File: src/rtl/ccff_loader_pkg.sv
// Shared definitions for the ccff chain loader.
//   ccff_state_e : loader FSM states
//   cnt_w(n)     : width of a counter that must hold values 0..n
package ccff_loader_pkg;

  typedef enum logic [1:0] {
    ST_IDLE  = 2'd0,
    ST_FETCH = 2'd1,
    ST_SHIFT = 2'd2,
    ST_DONE  = 2'd3
  } ccff_state_e;

  function automatic int cnt_w(input int n);
    return (n < 1) ? 1 : $clog2(n + 1);
  endfunction

endpackage

File: src/rtl/ccff_word_serializer.sv
// Bitstream word serializer: latches one word and presents it LSB first.
//   clk, rst : clock, async active-high reset
//   load     : latch din, reload bit counter with WORD_W
//   step     : one bit consumed this cycle (counter decrements)
//   shift    : move the next bit into the LSB position
//   din      : word to latch
//   lsb      : current bit (registered)
//   bit_cnt  : bits of the latched word not yet consumed
// step and shift are separate so the last consumed bit can stay on lsb
// after the loader stops shifting.
module ccff_word_serializer
  import ccff_loader_pkg::*;
#(
  parameter int WORD_W = 8
) (
  input  logic                      clk,
  input  logic                      rst,
  input  logic                      load,
  input  logic                      step,
  input  logic                      shift,
  input  logic [WORD_W-1:0]         din,
  output logic                      lsb,
  output logic [cnt_w(WORD_W)-1:0]  bit_cnt
);

  localparam int BC_W = cnt_w(WORD_W);

  logic [WORD_W-1:0] word_q;

  always_ff @(posedge clk or posedge rst) begin
    if (rst) begin
      word_q  <= '0;
      bit_cnt <= '0;
    end else if (load) begin
      word_q  <= din;
      bit_cnt <= BC_W'(WORD_W);
    end else begin
      if (shift) word_q  <= word_q >> 1;
      if (step)  bit_cnt <= bit_cnt - BC_W'(1);
    end
  end

  assign lsb = word_q[0];

endmodule

File: src/rtl/ccff_chain_loader.sv
// Loads a configuration bitstream into a serial ccff chain.
//   prog_clk, pReset      : clock, async active-high reset
//   start                 : begin a load (honoured only in IDLE)
//   abort                 : drop an in-progress load (FETCH/SHIFT)
//   word_valid/word_data  : bitstream word source, LSB shifted first
//   word_ready            : word accepted this cycle (FETCH and no abort)
//   ccff_head             : serial data into the chain head
//   config_enable         : chain shift enable, one bit per high cycle
//   busy, done            : not-IDLE flag, one-cycle completion pulse
//   bits_left             : chain bits still to be shifted
// All outputs except word_ready are registered; they are computed from the
// next state so they line up with the state they describe.
module ccff_chain_loader
  import ccff_loader_pkg::*;
#(
  parameter int CHAIN_LEN = 4,
  parameter int WORD_W    = 8
) (
  input  logic                         prog_clk,
  input  logic                         pReset,
  input  logic                         start,
  input  logic                         abort,
  input  logic                         word_valid,
  input  logic [WORD_W-1:0]            word_data,
  output logic                         word_ready,
  output logic                         ccff_head,
  output logic                         config_enable,
  output logic                         busy,
  output logic                         done,
  output logic [cnt_w(CHAIN_LEN)-1:0]  bits_left
);

  localparam int BL_W = cnt_w(CHAIN_LEN);
  localparam int BC_W = cnt_w(WORD_W);

  ccff_state_e      state_q, state_d;
  logic [BL_W-1:0]  bl_d;
  logic [BC_W-1:0]  bit_cnt;
  logic             ld, step, shift;

  ccff_word_serializer #(.WORD_W(WORD_W)) u_ser (
    .clk     (prog_clk),
    .rst     (pReset),
    .load    (ld),
    .step    (step),
    .shift   (shift),
    .din     (word_data),
    .lsb     (ccff_head),
    .bit_cnt (bit_cnt)
  );

  assign word_ready = (state_q == ST_FETCH) && !abort;

  always_comb begin
    state_d = state_q;
    bl_d    = bits_left;
    ld      = 1'b0;
    step    = 1'b0;
    shift   = 1'b0;
    case (state_q)
      ST_IDLE: begin
        if (start) begin
          state_d = ST_FETCH;
          bl_d    = BL_W'(CHAIN_LEN);
        end
      end
      ST_FETCH: begin
        if (abort) begin
          state_d = ST_IDLE;
        end else if (word_valid) begin
          ld      = 1'b1;
          state_d = ST_SHIFT;
        end
      end
      ST_SHIFT: begin
        if (abort) begin
          state_d = ST_IDLE;
        end else begin
          step = 1'b1;
          bl_d = bits_left - BL_W'(1);
          // chain full wins over word exhaustion; leftover word bits drop
          if (bits_left == BL_W'(1))      state_d = ST_DONE;
          else if (bit_cnt == BC_W'(1))   state_d = ST_FETCH;
          else begin
            state_d = ST_SHIFT;
            shift   = 1'b1;
          end
        end
      end
      ST_DONE: state_d = ST_IDLE;
      default: state_d = ST_IDLE;
    endcase
  end

  always_ff @(posedge prog_clk or posedge pReset) begin
    if (pReset) begin
      state_q       <= ST_IDLE;
      bits_left     <= '0;
      config_enable <= 1'b0;
      busy          <= 1'b0;
      done          <= 1'b0;
    end else begin
      state_q       <= state_d;
      bits_left     <= bl_d;
      config_enable <= (state_d == ST_SHIFT);
      busy          <= (state_d != ST_IDLE);
      done          <= (state_d == ST_DONE);
    end
  end

endmodule

File: config.mk
export PLATFORM = sky130hd
export DESIGN_NAME = ccff_chain_loader
export DESIGN_NICKNAME = d
export VERILOG_FILES = /design/src/rtl/ccff_loader_pkg.sv /design/src/rtl/ccff_word_serializer.sv /design/src/rtl/ccff_chain_loader.sv
export SDC_FILE = /design/constraint.sdc
export NUM_CORES = 1
export LEC_CHECK = 0
export ABC_AREA = 1
export ABC_CLOCK_PERIOD_IN_PS = 1290
export CELL_PAD_IN_SITES_DETAIL_PLACEMENT = 0
export CELL_PAD_IN_SITES_GLOBAL_PLACEMENT = 1
export CORE_MARGIN = 3
export CORE_UTILIZATION = 38
export CTS_BUF_LIST = sky130_fd_sc_hd__clkbuf_8
export CTS_CLUSTER_DIAMETER = 120
export DETAILED_ROUTE_END_ITERATION = 7
export PLACE_DENSITY_LB_ADDON = 0.05
export SYNTH_ARGS = -nofsm -noshare
export SYNTH_HDL_FRONTEND = slang
export SYNTH_SLANG_ARGS = --single-unit
File: constraint.sdc
create_clock -name prog_clk -period 1.29 [get_ports prog_clk]
set_input_delay 0.1935 -clock prog_clk [delete_from_list [all_inputs] [get_ports prog_clk]]
set_output_delay 0.1935 -clock prog_clk [all_outputs]
set_load 0.01 [all_outputs]
==> flow_metrics.py, run 1 <==
metrics = {
    "synth": {
        "synth.cell_area_um2": 1075,
        "yosys.area.top_type": "dfrtp_1",
        "avgSynthCellArea_um2": 7.961,
        "synth_ff_type": "dfrtp_1",
        "yosysTopAreaCellShare": 0.4657,
        "synth_cell_type_count": 20,
        "ys_ff_latch": 20,
        "yosysSeqAreaShare": 0.4657,
        "async_flop_share": 1.000,
        "synth_area_leaders": "dfrtp_1 47%, nand2_1 20%, nand3_1 5.6%",
        "synth-edff-count": 0,
        "synth_warnings": 0,
        "synth_most_common_cell": "nand2_1",
        "netlist_instances": 135,
        "synthTopCellsByCount": "57 x nand2_1, 20 x dfrtp_1, 12 x inv_1, 12 x nand3_1, 10 x nor2_1",
        "syn_nets": 152,
    },
    "die": {
        "ios": 21,
        "start_util": 0.4150,
        "die_h_um": 59.18,
        "die_area_um2": 3502,
        "core_area_um2": 2590,
        "fp.dieW_um": 59.18,
        "rows": 18,
    },
    "power": {
        "finalPower_mw": 2.323,
        "ir_worst_vdd_mv": 0.9704,
        "power_density_nw_per_um2": 1590,
        "leakagePower_nw": 0.8039,
    },
    "placed_design": {
        "hpwl_um": 1583,
        "dp.cells": 193,
        "portBuffers": 20,
        "gp_congestion": 0.7302,
    },
    "worst_setup_path": {
        "reg2reg_slack_ns": 0.03,
        "crit_start": "state_q[1]$_DFF_PP0_",
        "crit_fanout": 8,
        "reg2reg_from": "state_q[1]$_DFF_PP0_",
        "start_kind": "register",
        "crit_arrival_ns": 1.42,
        "required_ns": 1.45,
        "endpoint_kind": "register",
        "r2r_end": "u_ser.word_q[2]$_DFFE_PP0P_",
        "path_class": "reg -> reg",
        "crit_end": "u_ser.word_q[2]$_DFFE_PP0P_",
        "r2r_cells": 8,
    },
    "detailed_routing": {
        "vias": 919,
        "routed_wl_um": 2162,
        "first_iter_violations": 43,
        "drc": 0,
        "ant_nets": 0,
        "wl_per_cell_um": 10.97,
        "first_pass_iters": 5,
        "via_per_inst": 4.665,
    },
    "timing": {
        "max_freq_mhz": 796.1,
        "report.final.hold_viol_count": 0,
        "drv_slew": 0,
        "fin_crit_ns": 1.256,
        "final-setup-viol-count": 0,
        "tightest_slew_ns": 0.2615,
        "period_share": 0.9737,
        "clock-skew-final_ns": 0.002896,
        "slew_headroom": 0.8257,
        "rsz0062_at_grt": "true",
    },
    "clocking": {
        "htree_num_levels": 1,
        "cts_tree": "built",
        "cts.sinks": 20,
        "clk_pin_slew_worst_paths_ns": 0.08,
        "cts_buffer_depth": 2,
        "numCtsBuffers": 3,
        "clk_latency_ns": 0.26,
        "cts-root-buf": "clkbuf_8",
    },
    "global_route": {
        "grt_max_degree": 21,
        "grt_pass1_vias": 838,
        "overflow": 0,
        "grt_usage": 0.1410,
        "antenna_found_initial": 0,
        "grt_pass1_wl_um": 3622,
    },
    "final_layout": {
        "final_cells": 197,
        "nets": 185,
        "seq_area_um2": 500.5,
        "multi_input_area_um2": 509.2,
        "fill_cells": 251,
        "drive_above_1_share": 0.2096,
        "syn2layout_area_growth_pct": 35.97,
        "antennaDiodeCount": 0,
    },
    "run": {
        "drv_cap": 0,
    },
    "hold_path": {
        "min_path_type": "in -> async",
    },
    "outcome": {
        "status": "finished clean",
    },
}
==> cell usage in the layout (no fill, tap or decap), types with 2 or more instances in the layout <==
master,instances
nand2_1,54
dfrtp_1,20
inv_1,12
nand3_1,12
clkdlybuf4s50_1,12
nor2_1,8
buf_4,8
dlygate4sd2_1,7
nand2_2,6
nand2_4,3
ha_1,3
clkbuf_8,3
nor2_2,2
o21ai_1,2
buf_6,2
==> power by group <==
group          internal [mW]  switching, mW
Clock                  0.415          0.219
Sequential             0.819          0.115
Combinational          0.355          0.401
==> critical path: stages, from the launching register on <==
cell	delay, ns
dfrtp_1	0.38
buf_4	0.15
nor2_2	0.15
nand2_4	0.10
buf_4	0.17
nand2_1	0.06
nand2_1	0.05
nand2_1	0.05
nand2_1	0.05
==> worst min-delay path by stage <==
stage / to / slack, ns / from / depth (start not counted)
finish: u_ser.word_q[7]$_DFFE_PP0P_ / 0.25 / pReset / 3
global route: u_ser.bit_cnt[0]$_DFFE_PP0P_ / 0.28 / pReset / 3
CTS: u_ser.word_q[7]$_DFFE_PP0P_ / 0.25 / pReset / 3
detailed placement: u_ser.word_q[7]$_DFFE_PP0P_ / 0.49 / u_ser.word_q[7]$_DFFE_PP0P_ / 2
global placement: u_ser.word_q[7]$_DFFE_PP0P_ / 0.49 / u_ser.word_q[7]$_DFFE_PP0P_ / 2
floorplan: bits_left[0]$_DFFE_PP0P_ / 0.16 / pReset / 1
==> sequential cells by signal, summed over array words and instances, names as in the netlist <==
name           flops
u_ser.bit_cnt      4
config_enable      1
busy               1
done               1
state_q            2
bits_left          3
u_ser.word_q       8
==> logic make-up (layout without fill, tap and decap cells) <==
group | after synthesis | in the layout | synth area share
AND/OR/NAND/NOR | 89 | 89 | 0.3702
flip-flops | 20 | 20 | 0.4657
buffers and inverters | 17 | 49 | 0.08380
AO/OA/AOI/OAI | 5 | 5 | 0.03376
adder cells (fa/ha/maj) | 4 | 4 | 0.04657
==> per-stage QoR <==
step                      setup TNS, ns  utilization  area [µm²]  setup slack (ns)  hold WS, ns
final                                 0       0.5643        1461           0.03386       0.2452
after global routing            -0.1165       0.5643        1461          -0.02361       0.2848
after CTS                             0       0.5551        1438          0.003141       0.2508
after detailed placement         -3.731       0.5290        1370           -0.2967       0.4942
after global placement           -3.409       0.5290        1370           -0.2586       0.4873
after floorplan                       0            -        1075            0.1062       0.1573
==> what timing repair did <==
| item | in CTS | in global routing |
|---|---|---|
| endpoints found under the setup margin | 16 | 10 |
| setup buffers | 0 | 0 |
| resized for setup | 12 | 10 |
| hold buffers | 0 | 0 |
==> layer usage <==
metal	up-vias	track usage	routed length (µm)
li1	478	-	-
met1	407	0.1621	935
met2	29	0.2340	1043
met3	5	0.02614	121
met4	0	0.09709	61
met5	-	0	0
==> final cells by class <==
class,instances,share of cell area
Multi-Input combinational cell,98,0.3485
Sequential cell,20,0.3425
Timing Repair Buffer,31,0.1978
Inverter,14,0.03682
Clock buffer,3,0.02825
Tap cell,30,0.02568
Clock inverter,1,0.02055
Note: power is estimated with default switching activity, not from simulation.
==> run 2, diff against run 1 <==
- ABC_CLOCK_PERIOD_IN_PS: 1290 -> 1400
- clock period: 1.29 -> 1.4 ns (I/O delays scaled with it)
==> flow_metrics.py, run 2 (synthesis gave the netlist of run 1 again) <==
metrics = {
    "outcome": {
        "status": "finished clean",
    },
    "worst_setup_path": {
        "required_ns": 1.19,
        "start_kind": "register",
        "reg2reg_from": "state_q[1]$_DFF_PP0_",
        "r2r_end": "u_ser.word_q[0]$_DFFE_PP0P_",
        "path_depth": 1,
        "endpoint_kind": "output port",
        "crit_arrival_ns": 1.11,
        "cpMaxStageDelayCell": "clkdlybuf4s50_1",
        "crit_chain": "clkdlybuf4s50_1",
        "crit_fanout": 1,
        "cpPeakStageDelay_ns": 0.52,
        "timing.critical_path.buf_inv": 1,
        "reg2reg_slack_ns": 0.11,
        "path_class": "reg -> out",
        "r2r_cells": 8,
        "critPathTopFamily": "buffers and inverters",
    },
    "final_layout": {
        "drive_above_1_share": 0.1747,
        "largest_reg_flops": 8,
        "fin_area_um2": 1453,
        "layout_commonest_cell": "nand2_1",
        "final_cell_mix": "56 x nand2_1, 20 x dfrtp_1, 15 x clkdlybuf4s50_1, 12 x inv_1, 12 x nand3_1",
        "top_register": "u_ser.word_q",
        "layout_top_registers": "u_ser.word_q (8), u_ser.bit_cnt (4), bits_left (3)",
        "fill_cells": 254,
        "nets": 184,
        "post-route-util": 0.5609,
        "final_cells": 196,
        "antennaDiodeCount": 0,
        "syn2layout_area_growth_pct": 35.16,
    },
    "die": {
        "die_h_um": 59.18,
        "rows": 18,
        "ios": 21,
        "fp.dieW_um": 59.18,
        "start_util": 0.4150,
        "die_area_um2": 3502,
        "core_area_um2": 2590,
    },
    "power": {
        "power_frac_clock": 0.273,
        "p_switching_mw": 0.6585,
        "p_comb_frac": 0.320,
        "switching_share": 0.3108,
        "power_density_nw_per_um2": 1459,
        "ir_worst_vdd_mv": 0.8126,
        "power.share.sequential": 0.407,
        "intPower_mw": 1.460,
        "leakagePower_nw": 0.8100,
    },
    "timing": {
        "period_share": 0.9442,
        "drv_slew": 0,
        "final-setup-viol-count": 0,
        "rsz0062_at_grt": "false",
        "clock-skew-final_ns": 0.01025,
        "slew_headroom": 0.8203,
        "fin_crit_ns": 1.322,
        "max_freq_mhz": 756.5,
        "report.final.hold_viol_count": 0,
        "fin_ws_ns": 0.07812,
        "timing.hold.ws_ns": 0.2841,
        "tightest_slew_ns": 0.2696,
    },
    "global_route": {
        "grt_pass1_vias": 813,
        "grt_max_degree": 21,
        "antenna_found_initial": 0,
        "grt_pass1_wl_um": 3560,
        "grt_usage": 0.1351,
        "overflow": 0,
    },
    "run": {
        "drv_cap": 0,
    },
    "detailed_routing": {
        "wl_per_cell_um": 11.13,
        "drc": 0,
        "routed_wl_um": 2181,
        "first_pass_iters": 4,
        "first_iter_violations": 43,
        "ant_nets": 0,
        "via_per_inst": 4.577,
        "vias": 897,
    },
    "placed_design": {
        "dp.cells": 191,
        "placed_cell_area_um2": 1355,
        "gp_congestion": 0.7159,
        "hpwl_um": 1573,
        "portBuffers": 20,
        "dp_slack_ns": -0.2091,
    },
    "clocking": {
        "cts.sinks": 20,
        "clk_latency_ns": 0.26,
        "clk_pin_slew_worst_paths_ns": 0.08,
        "numCtsBuffers": 3,
        "cts_setup_buffers": 0,
        "htree_num_levels": 1,
        "cts_buffer_depth": 2,
        "cts-root-buf": "clkbuf_8",
        "cts_tree": "built",
    },
    "hold_path": {
        "min_path_type": "in -> async",
    },
}
run 2: cell count changes in the layout (fill, tap and decap cells not counted), sizes merged, moves of 2 or more:
cell,delta
clkdlybuf4s50,+3
clkinvlp,+2
buf,-3
dlygate4sd2,-7
dlymetal6s2s,+4
run 2: worst max-delay path by stage:
stage | startpoint | endpoint | slack [ns]
after floorplan | bits_left[1]$_DFFE_PP0P_ | u_ser.word_q[0]$_DFFE_PP0P_ | 0.22
after global placement | abort | word_ready | -0.17
after detailed placement | abort | u_ser.word_q[5]$_DFFE_PP0P_ | -0.21
after CTS | u_ser.word_q[0]$_DFFE_PP0P_ | ccff_head | 0.0002
after global routing | state_q[1]$_DFF_PP0_ | u_ser.word_q[1]$_DFFE_PP0P_ | 0.01
final | done$_DFF_PP0_ | done | 0.08
run 2: through the flow:
| stage | TNS, ns | power [mW] |
|---|---|---|
| floorplan | 0 | 1.314 |
| global placement | -1.723 | 1.542 |
| detailed placement | -2.085 | 1.558 |
| CTS | 0 | 2.144 |
| global route | 0 | 2.288 |
| finish | 0 | 2.119 |
run 2: power by group through the flow:
stage	registers [mW]	clock network [mW]	logic, mW
final	0.862	0.579	0.677
after global routing	0.890	0.620	0.778
after CTS	0.863	0.596	0.685
after detailed placement	0.873	0	0.685
after global placement	0.868	0	0.675
after floorplan	0.873	0	0.442
run 2: per-layer routing:
layer | up-vias | global-route usage | routed length, µm
met2 | 22 | 0.2137 | 1017
met1 | 399 | 0.1826 | 1044
met4 | 0 | 0.04854 | 0
met3 | 0 | 0.02614 | 119
met5 | - | 0 | 0
li1 | 476 | - | -
run 2: final cells by class:
cell class,count,area [µm²],share of cell area
clock buffers,3,41.29,0.02842
inverters,14,56.30,0.03876
repair inverters,1,7.507,0.005168
well taps,30,37.54,0.02584
flip-flops and latches,20,500.5,0.3445
repair buffers,29,292.8,0.2016
multi-input cells,98,486.7,0.3351
clock inverters,1,30.03,0.02067
run 2: timing repair:
| item | in CTS | in global routing |
|---|---|---|
| setup endpoints to repair | 1 | 13 |
| resized for setup | 1 | 11 |
| hold buffers | 0 | 0 |
| pin swaps | 0 | 1 |
| gates cloned | 0 | 1 |
==> run 3, diff against run 2 <==
- CORE_MARGIN: 3 -> 2
==> flow_metrics.py, run 3 (synthesis gave the netlist of run 1 again) <==
metrics = {
    "timing": {
        "fin_crit_ns": 1.358,
        "drv_slew": 0,
        "clock-skew-final_ns": 0.008450,
        "slew_headroom": 0.8296,
        "max_freq_mhz": 736.6,
        "setup-tns-final_ns": 0,
        "report.final.hold_viol_count": 0,
        "final-setup-viol-count": 0,
        "rsz0062_at_grt": "false",
        "period_share": 0.9697,
        "fin_ws_ns": 0.04242,
        "tightest_slew_ns": 0.2557,
        "timing.hold.ws_ns": 0.2778,
    },
    "final_layout": {
        "final_cells": 197,
        "syn2layout_area_growth_pct": 31.08,
        "layout_top_registers": "u_ser.word_q (8), u_ser.bit_cnt (4), bits_left (3)",
        "post-route-util": 0.5199,
        "nets": 184,
        "layout_commonest_cell": "nand2_1",
        "largest_reg_flops": 8,
        "top_register": "u_ser.word_q",
        "drive_above_1_share": 0.1687,
        "fill_cells": 282,
        "final_cell_mix": "56 x nand2_1, 20 x dfrtp_1, 17 x clkdlybuf4s50_1, 12 x inv_1, 12 x nand3_1",
        "antennaDiodeCount": 0,
        "fin_area_um2": 1409,
    },
    "clocking": {
        "htree_num_levels": 1,
        "cts_buffer_depth": 2,
        "cts_tree": "built",
        "clk_pin_slew_worst_paths_ns": 0.08,
        "cts_setup_buffers": 0,
        "cts.sinks": 20,
        "numCtsBuffers": 3,
        "clk_latency_ns": 0.26,
        "cts-root-buf": "clkbuf_8",
    },
    "placed_design": {
        "dp_slack_ns": -0.1675,
        "portBuffers": 20,
        "hpwl_um": 1586,
        "placed_cell_area_um2": 1351,
        "dp.cells": 193,
        "gp_congestion": 0.7274,
    },
    "detailed_routing": {
        "drc": 0,
        "ant_nets": 0,
        "first_pass_iters": 4,
        "wl_per_cell_um": 10.39,
        "via_per_inst": 4.655,
        "routed_wl_um": 2046,
        "vias": 917,
        "first_iter_violations": 26,
    },
    "worst_setup_path": {
        "crit_arrival_ns": 1.15,
        "endpoint_kind": "output port",
        "reg2reg_from": "state_q[1]$_DFF_PP0_",
        "crit_chain": "clkdlybuf4s50_1",
        "reg2reg_slack_ns": 0.14,
        "timing.critical_path.buf_inv": 1,
        "r2r_end": "bits_left[1]$_DFFE_PP0P_",
        "cpPeakStageDelay_ns": 0.53,
        "cpMaxStageDelayCell": "clkdlybuf4s50_1",
        "start_kind": "register",
        "critPathTopFamily": "buffers and inverters",
        "required_ns": 1.19,
        "path_class": "reg -> out",
        "r2r_cells": 8,
        "crit_fanout": 2,
    },
    "power": {
        "power_density_nw_per_um2": 1404,
        "finalPower_mw": 1.978,
        "ir_worst_vdd_mv": 0.8034,
        "leakagePower_nw": 0.7654,
    },
    "die": {
        "fp.dieW_um": 57.18,
        "core_area_um2": 2710,
        "die_area_um2": 3270,
        "ios": 21,
        "rows": 19,
        "die_h_um": 57.18,
        "start_util": 0.3966,
    },
    "global_route": {
        "grt_max_degree": 21,
        "grt_pass1_vias": 896,
        "overflow": 0,
        "grt_pass1_wl_um": 3822,
        "antenna_found_initial": 0,
        "grt_usage": 0.1471,
    },
    "hold_path": {
        "min_path_type": "in -> async",
    },
    "outcome": {
        "status": "finished clean",
    },
    "run": {
        "drv_cap": 0,
    },
}
[run 3: cell types whose count changed in the layout (fill, tap and decap cells not counted), sizes merged]
cell | previous run | this run
clkdlybuf4s50 | 15 | 17
clkinvlp | 2 | 0
dlymetal6s2s | 4 | 2
buf | 9 | 10
bufinv | 1 | 0
clkbuf | 4 | 5
clkinv | 0 | 1
[run 3: worst max-delay path by stage]
stage                                startpoint                     endpoint  slack [ns]  cells after the start
CTS                    bits_left[0]$_DFFE_PP0P_                 bits_left[0]       0.005                      1
floorplan              bits_left[1]$_DFFE_PP0P_  u_ser.word_q[0]$_DFFE_PP0P_        0.22                      7
detailed placement                        abort                   word_ready       -0.17                      3
finish              u_ser.word_q[0]$_DFFE_PP0P_                    ccff_head        0.04                      1
global placement                          abort                   word_ready       -0.14                      3
global route        u_ser.word_q[0]$_DFFE_PP0P_                    ccff_head       0.006                      1
[run 3: report_power, final]
group          internal, mW  switching [mW]
combinational         0.325           0.345
clock                 0.251           0.201
sequential            0.754           0.102
[run 3: what timing repair did]
action / 4_1_cts / 5_1_grt
resized for setup: 1 / 5
endpoints found under the setup margin: 1 / 5
hold buffers: 0 / 0
[run 3: area by class of cell]
cell class	count	area, µm²	area share
multi-input combinational	98	486.7	0.3455
timing repair buffer	30	275.3	0.1954
tap	31	38.79	0.02753
inverter	14	52.55	0.03730
sequential	20	500.5	0.3552
clock buffer	4	55.05	0.03908
[run 3: layer usage]
| layer | track usage | wire (µm) | up-vias |
|---|---|---|---|
| li1 | - | - | 474 |
| met4 | 0.04983 | 16 | 0 |
| met2 | 0.2348 | 960 | 12 |
| met3 | 0.02721 | 61 | 2 |
| met5 | 0 | 0 | - |
| met1 | 0.2023 | 1009 | 429 |
